### config.mk
export PLATFORM = sky130hd
export DESIGN_NAME = entrada_clave_teclado
export DESIGN_NICKNAME = d
export VERILOG_FILES = /design/src/rtl/acceso_pkg.sv /design/src/rtl/contador_inactividad.sv /design/src/rtl/entrada_clave_teclado.sv
export SDC_FILE = /design/constraint.sdc
export NUM_CORES = 1
export LEC_CHECK = 0
export CORE_UTILIZATION = 47
export DETAILED_ROUTE_END_ITERATION = 12
export GPL_TIMING_DRIVEN = 0
export PLACE_DENSITY = 0.74
export SYNTH_ARGS = -nofsm -noshare
export SYNTH_HDL_FRONTEND = slang
export SYNTH_SLANG_ARGS = --single-unit
### constraint.sdc
create_clock -name clock -period 1.45 [get_ports clock]
set_input_delay 0.2175 -clock clock [delete_from_list [all_inputs] [get_ports clock]]
set_output_delay 0.2175 -clock clock [all_outputs]
set_load 0.005 [all_outputs]
### src/rtl/acceso_pkg.sv
// Shared definitions for the access-code path: key codes, code/digit widths
// and the one-hot state encoding of the keypad entry FSM.
package acceso_pkg;

  localparam int unsigned ANCHO_CLAVE  = 8;
  localparam int unsigned ANCHO_DIGITO = 4;

  localparam logic [ANCHO_DIGITO-1:0] TECLA_MAX_DIGITO = 4'h9;
  localparam logic [ANCHO_DIGITO-1:0] TECLA_BORRAR     = 4'hA;
  localparam logic [ANCHO_DIGITO-1:0] TECLA_ENVIAR     = 4'hB;

  typedef enum logic [3:0] {
    ESPERA_DIGITO1 = 4'b0001,
    ESPERA_DIGITO2 = 4'b0010,
    ESPERA_ENVIAR  = 4'b0100,
    PRESENTANDO    = 4'b1000
  } estado_t;

  function automatic logic es_digito(input logic [ANCHO_DIGITO-1:0] codigo);
    return codigo <= TECLA_MAX_DIGITO;
  endfunction

endpackage

### src/rtl/contador_inactividad.sv
// Inactivity counter: synchronous clear has priority over enable; terminal
// flags the last cycle (TIMEOUT_CICLOS-1) while counting is enabled.
module contador_inactividad #(
  parameter int unsigned TIMEOUT_CICLOS = 1000,
  parameter int unsigned ANCHO_CONTADOR = $clog2(TIMEOUT_CICLOS+1)
) (
  input  logic clock,
  input  logic reset,
  input  logic limpiar,
  input  logic habilitar,
  output logic terminal
);

  localparam logic [ANCHO_CONTADOR-1:0] CUENTA_FINAL = ANCHO_CONTADOR'(TIMEOUT_CICLOS-1);

  logic [ANCHO_CONTADOR-1:0] cuenta;

  always_ff @(posedge clock or negedge reset) begin
    if (!reset) begin
      cuenta <= '0;
    end else if (limpiar) begin
      cuenta <= '0;
    end else if (habilitar && (cuenta != CUENTA_FINAL)) begin
      cuenta <= cuenta + 1'b1;
    end
  end

  assign terminal = habilitar && (cuenta == CUENTA_FINAL);

endmodule

### src/rtl/entrada_clave_teclado.sv
// Keypad two-digit BCD code entry with valid/accept handshake and inactivity
// timeout. Define TIMEOUT_ACK_EN to also time out an unaccepted presentation.
module entrada_clave_teclado
  import acceso_pkg::*;
#(
  parameter int unsigned TIMEOUT_CICLOS = 1000,
  localparam int unsigned ANCHO_CONTADOR = $clog2(TIMEOUT_CICLOS+1)
) (
  input  logic       clock,
  input  logic       reset,
  input  logic       tecla_valida,
  input  logic [3:0] tecla_codigo,
  input  logic       clave_aceptada,
  output logic [7:0] clave_ingresada,
  output logic       clave_valida,
  output logic [1:0] digitos_ingresados,
  output logic       error_entrada
);

  estado_t    estado, estado_sig;
  logic [7:0] clave_sig;
  logic       valida_sig;
  logic [1:0] digitos_sig;
  logic       error_sig;
  logic       borrar;
  logic       cont_limpiar, cont_habilitar, expira;

  contador_inactividad #(
    .TIMEOUT_CICLOS (TIMEOUT_CICLOS),
    .ANCHO_CONTADOR (ANCHO_CONTADOR)
  ) u_contador (
    .clock     (clock),
    .reset     (reset),
    .limpiar   (cont_limpiar),
    .habilitar (cont_habilitar),
    .terminal  (expira)
  );

  always_comb begin
`ifdef TIMEOUT_ACK_EN
    cont_habilitar = (estado == ESPERA_DIGITO2) || (estado == ESPERA_ENVIAR) ||
                     (estado == PRESENTANDO);
`else
    cont_habilitar = (estado == ESPERA_DIGITO2) || (estado == ESPERA_ENVIAR);
`endif
    // Keys are ignored while presenting, so they must not restart the accept timer.
    cont_limpiar = !cont_habilitar || (estado_sig != estado) ||
                   (tecla_valida && (estado != PRESENTANDO));
  end

  always_comb begin
    estado_sig  = estado;
    clave_sig   = clave_ingresada;
    valida_sig  = clave_valida;
    digitos_sig = digitos_ingresados;
    error_sig   = 1'b0;
    borrar      = 1'b0;

    case (estado)
      ESPERA_DIGITO1: begin
        if (tecla_valida) begin
          if (es_digito(tecla_codigo)) begin
            clave_sig   = {tecla_codigo, 4'h0};
            digitos_sig = 2'd1;
            estado_sig  = ESPERA_DIGITO2;
          end else if (tecla_codigo != TECLA_BORRAR) begin
            error_sig = 1'b1;
          end
        end
      end

      ESPERA_DIGITO2: begin
        if (tecla_valida) begin
          if (es_digito(tecla_codigo)) begin
            clave_sig[3:0] = tecla_codigo;
            digitos_sig    = 2'd2;
            estado_sig     = ESPERA_ENVIAR;
          end else if (tecla_codigo == TECLA_BORRAR) begin
            borrar = 1'b1;
          end else if (tecla_codigo == TECLA_ENVIAR) begin
            borrar    = 1'b1;
            error_sig = 1'b1;
          end else begin
            error_sig = 1'b1;
          end
        end else if (expira) begin
          borrar    = 1'b1;
          error_sig = 1'b1;
        end
      end

      ESPERA_ENVIAR: begin
        if (tecla_valida) begin
          if (tecla_codigo == TECLA_ENVIAR) begin
            valida_sig = 1'b1;
            estado_sig = PRESENTANDO;
          end else if (tecla_codigo == TECLA_BORRAR) begin
            borrar = 1'b1;
          end else begin
            error_sig = 1'b1;
          end
        end else if (expira) begin
          borrar    = 1'b1;
          error_sig = 1'b1;
        end
      end

      PRESENTANDO: begin
        if (clave_aceptada) begin
          borrar = 1'b1;
`ifdef TIMEOUT_ACK_EN
        end else if (expira) begin
          borrar    = 1'b1;
          error_sig = 1'b1;
`endif
        end
      end

      default: begin
        borrar = 1'b1;
      end
    endcase

    if (borrar) begin
      estado_sig  = ESPERA_DIGITO1;
      clave_sig   = '0;
      valida_sig  = 1'b0;
      digitos_sig = '0;
    end
  end

  always_ff @(posedge clock or negedge reset) begin
    if (!reset) begin
      estado             <= ESPERA_DIGITO1;
      clave_ingresada    <= '0;
      clave_valida       <= 1'b0;
      digitos_ingresados <= '0;
      error_entrada      <= 1'b0;
    end else begin
      estado             <= estado_sig;
      clave_ingresada    <= clave_sig;
      clave_valida       <= valida_sig;
      digitos_ingresados <= digitos_sig;
      error_entrada      <= error_sig;
    end
  end

endmodule
; ---- Word-level counts from Yosys, hierarchy flattened
; Cells that the tools add are included.
[totals]
register_bits = 26
inputBits = 8
out_inout_bits = 12
word_cells = 87
[classes]
addsub = 1
order_cmp = 1
eq_ne = 15
mux = 46
n_reduce_logical = 17
[ops]
columns = operator, n
row1 = 4-bit 2-to-1 mux, 10
row2 = 8-bit 2-to-1 mux, 3
row3 = 1-bit 2-to-1 mux, 21
row4 = 10-bit 2-to-1 mux, 2
row5 = "4-bit == test, second input constant", 3
row6 = 4-bit one-hot mux with 3 select lines, 1
row7 = 2-bit nonzero test, 6
row8 = "10-bit by 1-bit adder with 10-bit output, second input constant", 1
row9 = "10-bit == test, second input constant", 1
row10 = 2-bit 2-to-1 mux, 5
row11 = "10-bit inequality test, second input constant", 1
row12 = "3-bit inequality test, second input constant", 3
row13 = "4-bit inequality test, second input constant", 2
row14 = 4-bit one-hot mux with 2 select lines, 1
row15 = 3-bit AND reduction, 2
row16 = 5-bit AND reduction, 1
row17 = "4-bit by 1-bit == test with 1-bit output, second input constant", 1
row18 = "4-bit by 2-bit == test with 1-bit output, second input constant", 1
row19 = "4-bit by 3-bit == test with 1-bit output, second input constant", 1
row20 = "4-bit less-or-equal comparator, second input constant", 1
row21 = 4-bit inequality test, 1
row22 = 1-bit one-hot mux with 4 select lines, 1
row23 = 2-bit one-hot mux with 2 select lines, 1
row24 = 1-bit logical AND, 3
row25 = 5 further kinds, 7

; ---- Longest topological paths before layout
[depth]
ltp_word = 11
ltp_mapped = 6
mapped_depth_nobuf = 5

; ---- Cells and area by module
; A second synthesis with hierarchy kept.
[unflattened]
cells_unflattened = 149
hier_area_um2 = 1430.1
[modules_own_cells]
columns = module, instances, cells_per_inst, area_per_inst_um2, seq_area_each_um2
row1 = entrada_clave_teclado, 1, 90, 875.8, 401.6
row2 = contador_inactividad, 1, 59, 554.3, 250.2

; ---- Worst setup path after synthesis
; OpenSTA, ideal clock, no wires.
[synth_path]
path_kind = register -> register
start = register estado[0]
end = register estado[0]
setup_time_ps = 82
arrival_ps = 1517
required_ps = 1368
slack_ps = -149
stages_incl_launch_ff = 5
path_buffers = 1
synth_period_minus_slack_ps = 1599
cell_sequence = dfstp_2 buf_2 nor4b_2 nand3_1 a211o_1
[synth_via]
elab_chain_len = 7
word_cells_on_any_way = 18
classes_between = 4 x eq/ne / 12 x mux / 2 x reduce/logical
[synth_lines]
columns = element, line
row1 = "start, declared", entrada_clave_teclado.sv:20  ; estado_t estado, estado_sig;
row2 = "start signal, assigned", entrada_clave_teclado.sv:140  ; estado <= estado_sig;
row3 = 4-bit by 2-bit == test with 1-bit output or 4-bit by 3-bit == test with 1-bit output (tied branches), "entrada_clave_teclado.sv:44, entrada_clave_teclado.sv:59"
row4 = 1-bit logical OR, entrada_clave_teclado.sv:44  ; cont_habilitar = (estado == ESPERA_DIGITO2) || (estado == ESPERA_ENVIAR);
row5 = 1-bit logical AND, contador_inactividad.sv:28  ; assign terminal = habilitar && (cuenta == CUENTA_FINAL);
row6 = 1-bit 2-to-1 mux, "entrada_clave_teclado.sv:86, entrada_clave_teclado.sv:102"
row7 = "1-bit 2-to-1 mux, on equally long branches", "entrada_clave_teclado.sv:93, entrada_clave_teclado.sv:73"
row8 = 1-bit one-hot mux with 4 select lines, entrada_clave_teclado.sv:59  ; case (estado)
row9 = 4-bit 2-to-1 mux *, entrada_clave_teclado.sv:124  ; if (borrar) begin
row10 = net estado_sig[0], entrada_clave_teclado.sv:20
; Mark *: on every way through the listed nets, which the timed path passes. The rest lies on a longest branch.
; A chain may end at the register's enable or synchronous reset.

; ---- Worst setup path after layout
[layout_path]
start = register estado[2]
end = register u_contador.cuenta[6]
[layout_via]
elab_chain_len = 11
word_cells_on_any_way = 27
classes_between = 6 x eq/ne / 13 x mux / 8 x reduce/logical
[layout_lines]
columns = element, line
row1 = 4-bit by 2-bit == test with 1-bit output or 4-bit by 3-bit == test with 1-bit output (tied branches), "entrada_clave_teclado.sv:44, entrada_clave_teclado.sv:59"
row2 = 1-bit logical OR, entrada_clave_teclado.sv:44
row3 = 1-bit logical AND, contador_inactividad.sv:28
row4 = 1-bit 2-to-1 mux, "entrada_clave_teclado.sv:86, entrada_clave_teclado.sv:102"
row5 = "1-bit 2-to-1 mux, on equally long branches", "entrada_clave_teclado.sv:93, entrada_clave_teclado.sv:73"
row6 = 1-bit one-hot mux with 4 select lines, entrada_clave_teclado.sv:59
row7 = 4-bit 2-to-1 mux, entrada_clave_teclado.sv:124
row8 = 4-bit inequality test, entrada_clave_teclado.sv:47  ; cont_limpiar = !cont_habilitar || (estado_sig != estado) ||
row9 = 1-bit logical OR (2 in series), entrada_clave_teclado.sv:47
row10 = 10-bit 2-to-1 mux or 2-bit nonzero test (tied branches), -
row11 = "end signal, assigned", contador_inactividad.sv:24  ; cuenta <= cuenta + 1'b1;
row12 = "end, declared", contador_inactividad.sv:16  ; logic [ANCHO_CONTADOR-1:0] cuenta;
; Several ways; a longest one is shown, not always the timed one.

==> reports/results.txt <==
Max Slew Vio Count -> 0
Avg Cell Area, Syn -> 9.800 um^2
Nets -> 196
Static leakage -> 1.037 nW
Initial antenna violation count -> 0
FF-to-FF Start -> estado[2]
Ant. Diodes -> 0
Gr usage total -> 0.2270
Critical path type -> flip-flop to flip-flop
Reg2Reg Capture Point -> u_contador.cuenta[6]
GRT overflow -> 0
Met2 Track Usage GR -> 0.4028
P&R area growth vs syn -> 56.76%
Residual DRC count -> 0
Vias after detailed routing -> 1260
Peak fanout along the critical path -> 6
TritonRoute pass-1 iters -> 6
Final Hold Fails -> 0
Multi-input gate area in the final layout -> 839.6 um^2
Sequential cell area fraction in the yosys report -> 0.4856
WL final -> 3677 um
Clk slew on worst S/H paths -> 0.15 ns
Post-Syn Area -> 1343 um^2
GP Congestion -> 0.8297
Total core area -> 2734 um^2
Die Y -> 55.45 um
RSZ-0062 raised after global routing -> true
Post-route setup TNS -> -2.467 ns
Status -> finished with violations
Worst-case reg-to-reg path depth -> 5
Grt met1 use -> 0.2761
Fmax -> 618.0 MHz
Final core occ -> 0.7698
Register area -> 651.9 um^2
First-pass GRT wire length -> 5609 um
Max Cap Viol -> 0
EDFF count, synth -> 0
Effective utilization at floorplan -> 0.4911
GR Util met3 -> 0.03279
Remaining antenna violation count -> 0
CP Data Arrival Time -> 1.89 ns
Site row count -> 19
# port buffers -> 19
Worst Max-Slew Pin Slew -> 1.171 ns
Seq cells post-synth -> 26
Power Total -> 2.593 mW
Hold Path Class -> primary input to asynchronous set/reset pin
Worst-Skew Late Latency -> 0.33 ns
CTS tree -> done
Wire length per cell -> 16.94 um
Final worst slack -> -0.1681 ns
Longest Clk Path Bufs -> 2
CTS buffer count -> 3
# H-tree levels -> 1
Placement Setup Slack -> -0.5006 ns
# setup viols final -> 25
Die area -> 3074 um^2
PD cells -> 1232 nW/um^2
Sink Count -> 26
Hold WS -> 0.4886 ns
Final Skew -> 0.006389 ns
Synth Warn # -> 0
DRT iter0 DRCs -> 35
Io pins -> 20
WP data required -> 1.72 ns
Leading register cell type out of synthesis -> dfrtp_1
Layout cells sized above 1 -> 0.3978
Final Cycle Share -> 1.116
Cells after Synth -> 137
Via-per-instance ratio -> 5.806
FFs w/ async S/R, synth -> 1.000
Busiest grt layer -> met2
Die Width -> 55.45 um
Setup crit start kind -> flip-flop
Filler cells -> 169
Post-synth cell types -> 37
Largest net degree at the start of global routing -> 27
CTS Root Cell -> clkbuf_4
Post-route minimum period -> 1.618 ns
Post-DP HPWL -> 2035 um
Slew Limit Headroom -> 0.2167
Post-synthesis net count -> 146
Worst VDD drop -> 0.0009221 V
CP Capture Type -> flip-flop
Reg-to-reg setup timing slack -> -0.17 ns
Vias in the first global route -> 1202
Failing checks -> negative setup slack
==> where the power goes <==
part | switching (mW) | internal (mW) | leakage (nW)
registers | 0.0728 | 0.832 | 0.355
logic | 0.580 | 0.730 | 0.661
clock network | 0.225 | 0.154 | 0.0210
total | 0.877 | 1.72 | 1.04
==> cells in the final DEF (no fill, tap or decap), types with 4 or more instances in the layout <==
| cell type | instances |
|---|---|
| dlymetal6s2s_1 | 9 |
| clkbuf_4 | 4 |
| buf_6 | 8 |
| nor2_1 | 5 |
| buf_4 | 20 |
| dfrtp_1 | 25 |
| mux2i_1 | 4 |
| o31ai_2 | 5 |
| clkdlybuf4s50_1 | 10 |
| nor3_1 | 8 |
| nand2_1 | 19 |
==> metal layers <==
layer / share of wire / vias up
li1: - / 583
met1: 0.42 / 627
met2: 0.52 / 41
met3: 0.039 / 9
met4: 0.020 / 0
met5: 0 / -
==> final cells by class <==
cell class / instances / area share
multi-input combinational: 101 / 0.3989
sequential: 26 / 0.3097
timing repair buffer: 47 / 0.2200
buffer: 6 / 0.03210
tap: 31 / 0.01843
clock buffer: 4 / 0.01724
inverter: 2 / 0.003567
==> critical path: stages, from the launching register on <==
cell and delay (ns):
dfrtp_1 0.43, buf_4 0.15, xnor2_2 0.14, or4_4 0.42, or2_4 0.30, nor2_2 0.11
==> worst max-delay path by stage <==
| stage | from | endpoint | slack (ns) | cells after the start |
|---|---|---|---|---|
| global placement | tecla_codigo[1] | estado[0] | -0.47 | 4 |
| floorplan | estado[1] | u_contador.cuenta[4] | -0.09 | 6 |
| CTS | estado[1] | u_contador.cuenta[6] | -0.19 | 5 |
| finish | estado[2] | u_contador.cuenta[6] | -0.17 | 5 |
| global route | estado[0] | clave_ingresada[5] | -0.22 | 4 |
| detailed placement | tecla_codigo[1] | estado[0] | -0.50 | 4 |
==> synth_stat cells (2+ instances only) <==
master     n  share of area
dfrtp_1   25           0.47
nand4_1    3          0.014
nor3_1    10          0.037
nand2_1   20          0.056
nor4b_2    2          0.022
xor2_1     4          0.026
and3_1     3          0.014
xnor2_1    4          0.026
o21ai_0    5          0.019
a21oi_1    3          0.011
nor2_1    11          0.031
mux2i_1    4          0.030
nand3_1    4          0.015
nor3b_1    2          0.011
nor2b_1    2         0.0093
inv_1      2         0.0056
a211oi_1   3          0.017
buf_2      6          0.022
o31ai_1    6          0.034
==> cells by family after synthesis <==
group / Yosys count / share of synthesized area
fa+ha+maj: 1 / 0.009318
xor+xnor: 8 / 0.05218
compound gates: 23 / 0.1165
simple gates: 65 / 0.2675
flops: 26 / 0.4856
mux: 4 / 0.02982
buf+inv: 10 / 0.03914
==> flip-flops by register name (all words and copies together), names as in the netlist <==
register and count:
clave_valida 1, error_entrada 1, u_contador.cuenta 10, digitos_ingresados 2, estado 4, clave_ingresada 8
==> what timing repair did <==
item / 4_1_cts / 5_1_grt
setup endpoints to repair: 21 / 36
gates resized for setup: 17 / 48
setup buffers: 7 / 18
hold buffers: 0 / 0
pin swaps: 14 / 16
gates cloned: 0 / 4
==> per-stage QoR <==
stage	cells	cell area (um^2)
6_report	217	2105
5_1_grt	217	2105
4_1_cts	196	1747
3_5_place_dp	187	1595
3_3_place_gp	187	1595
2_1_floorplan	137	1366
(Power assumes the default switching activity.)
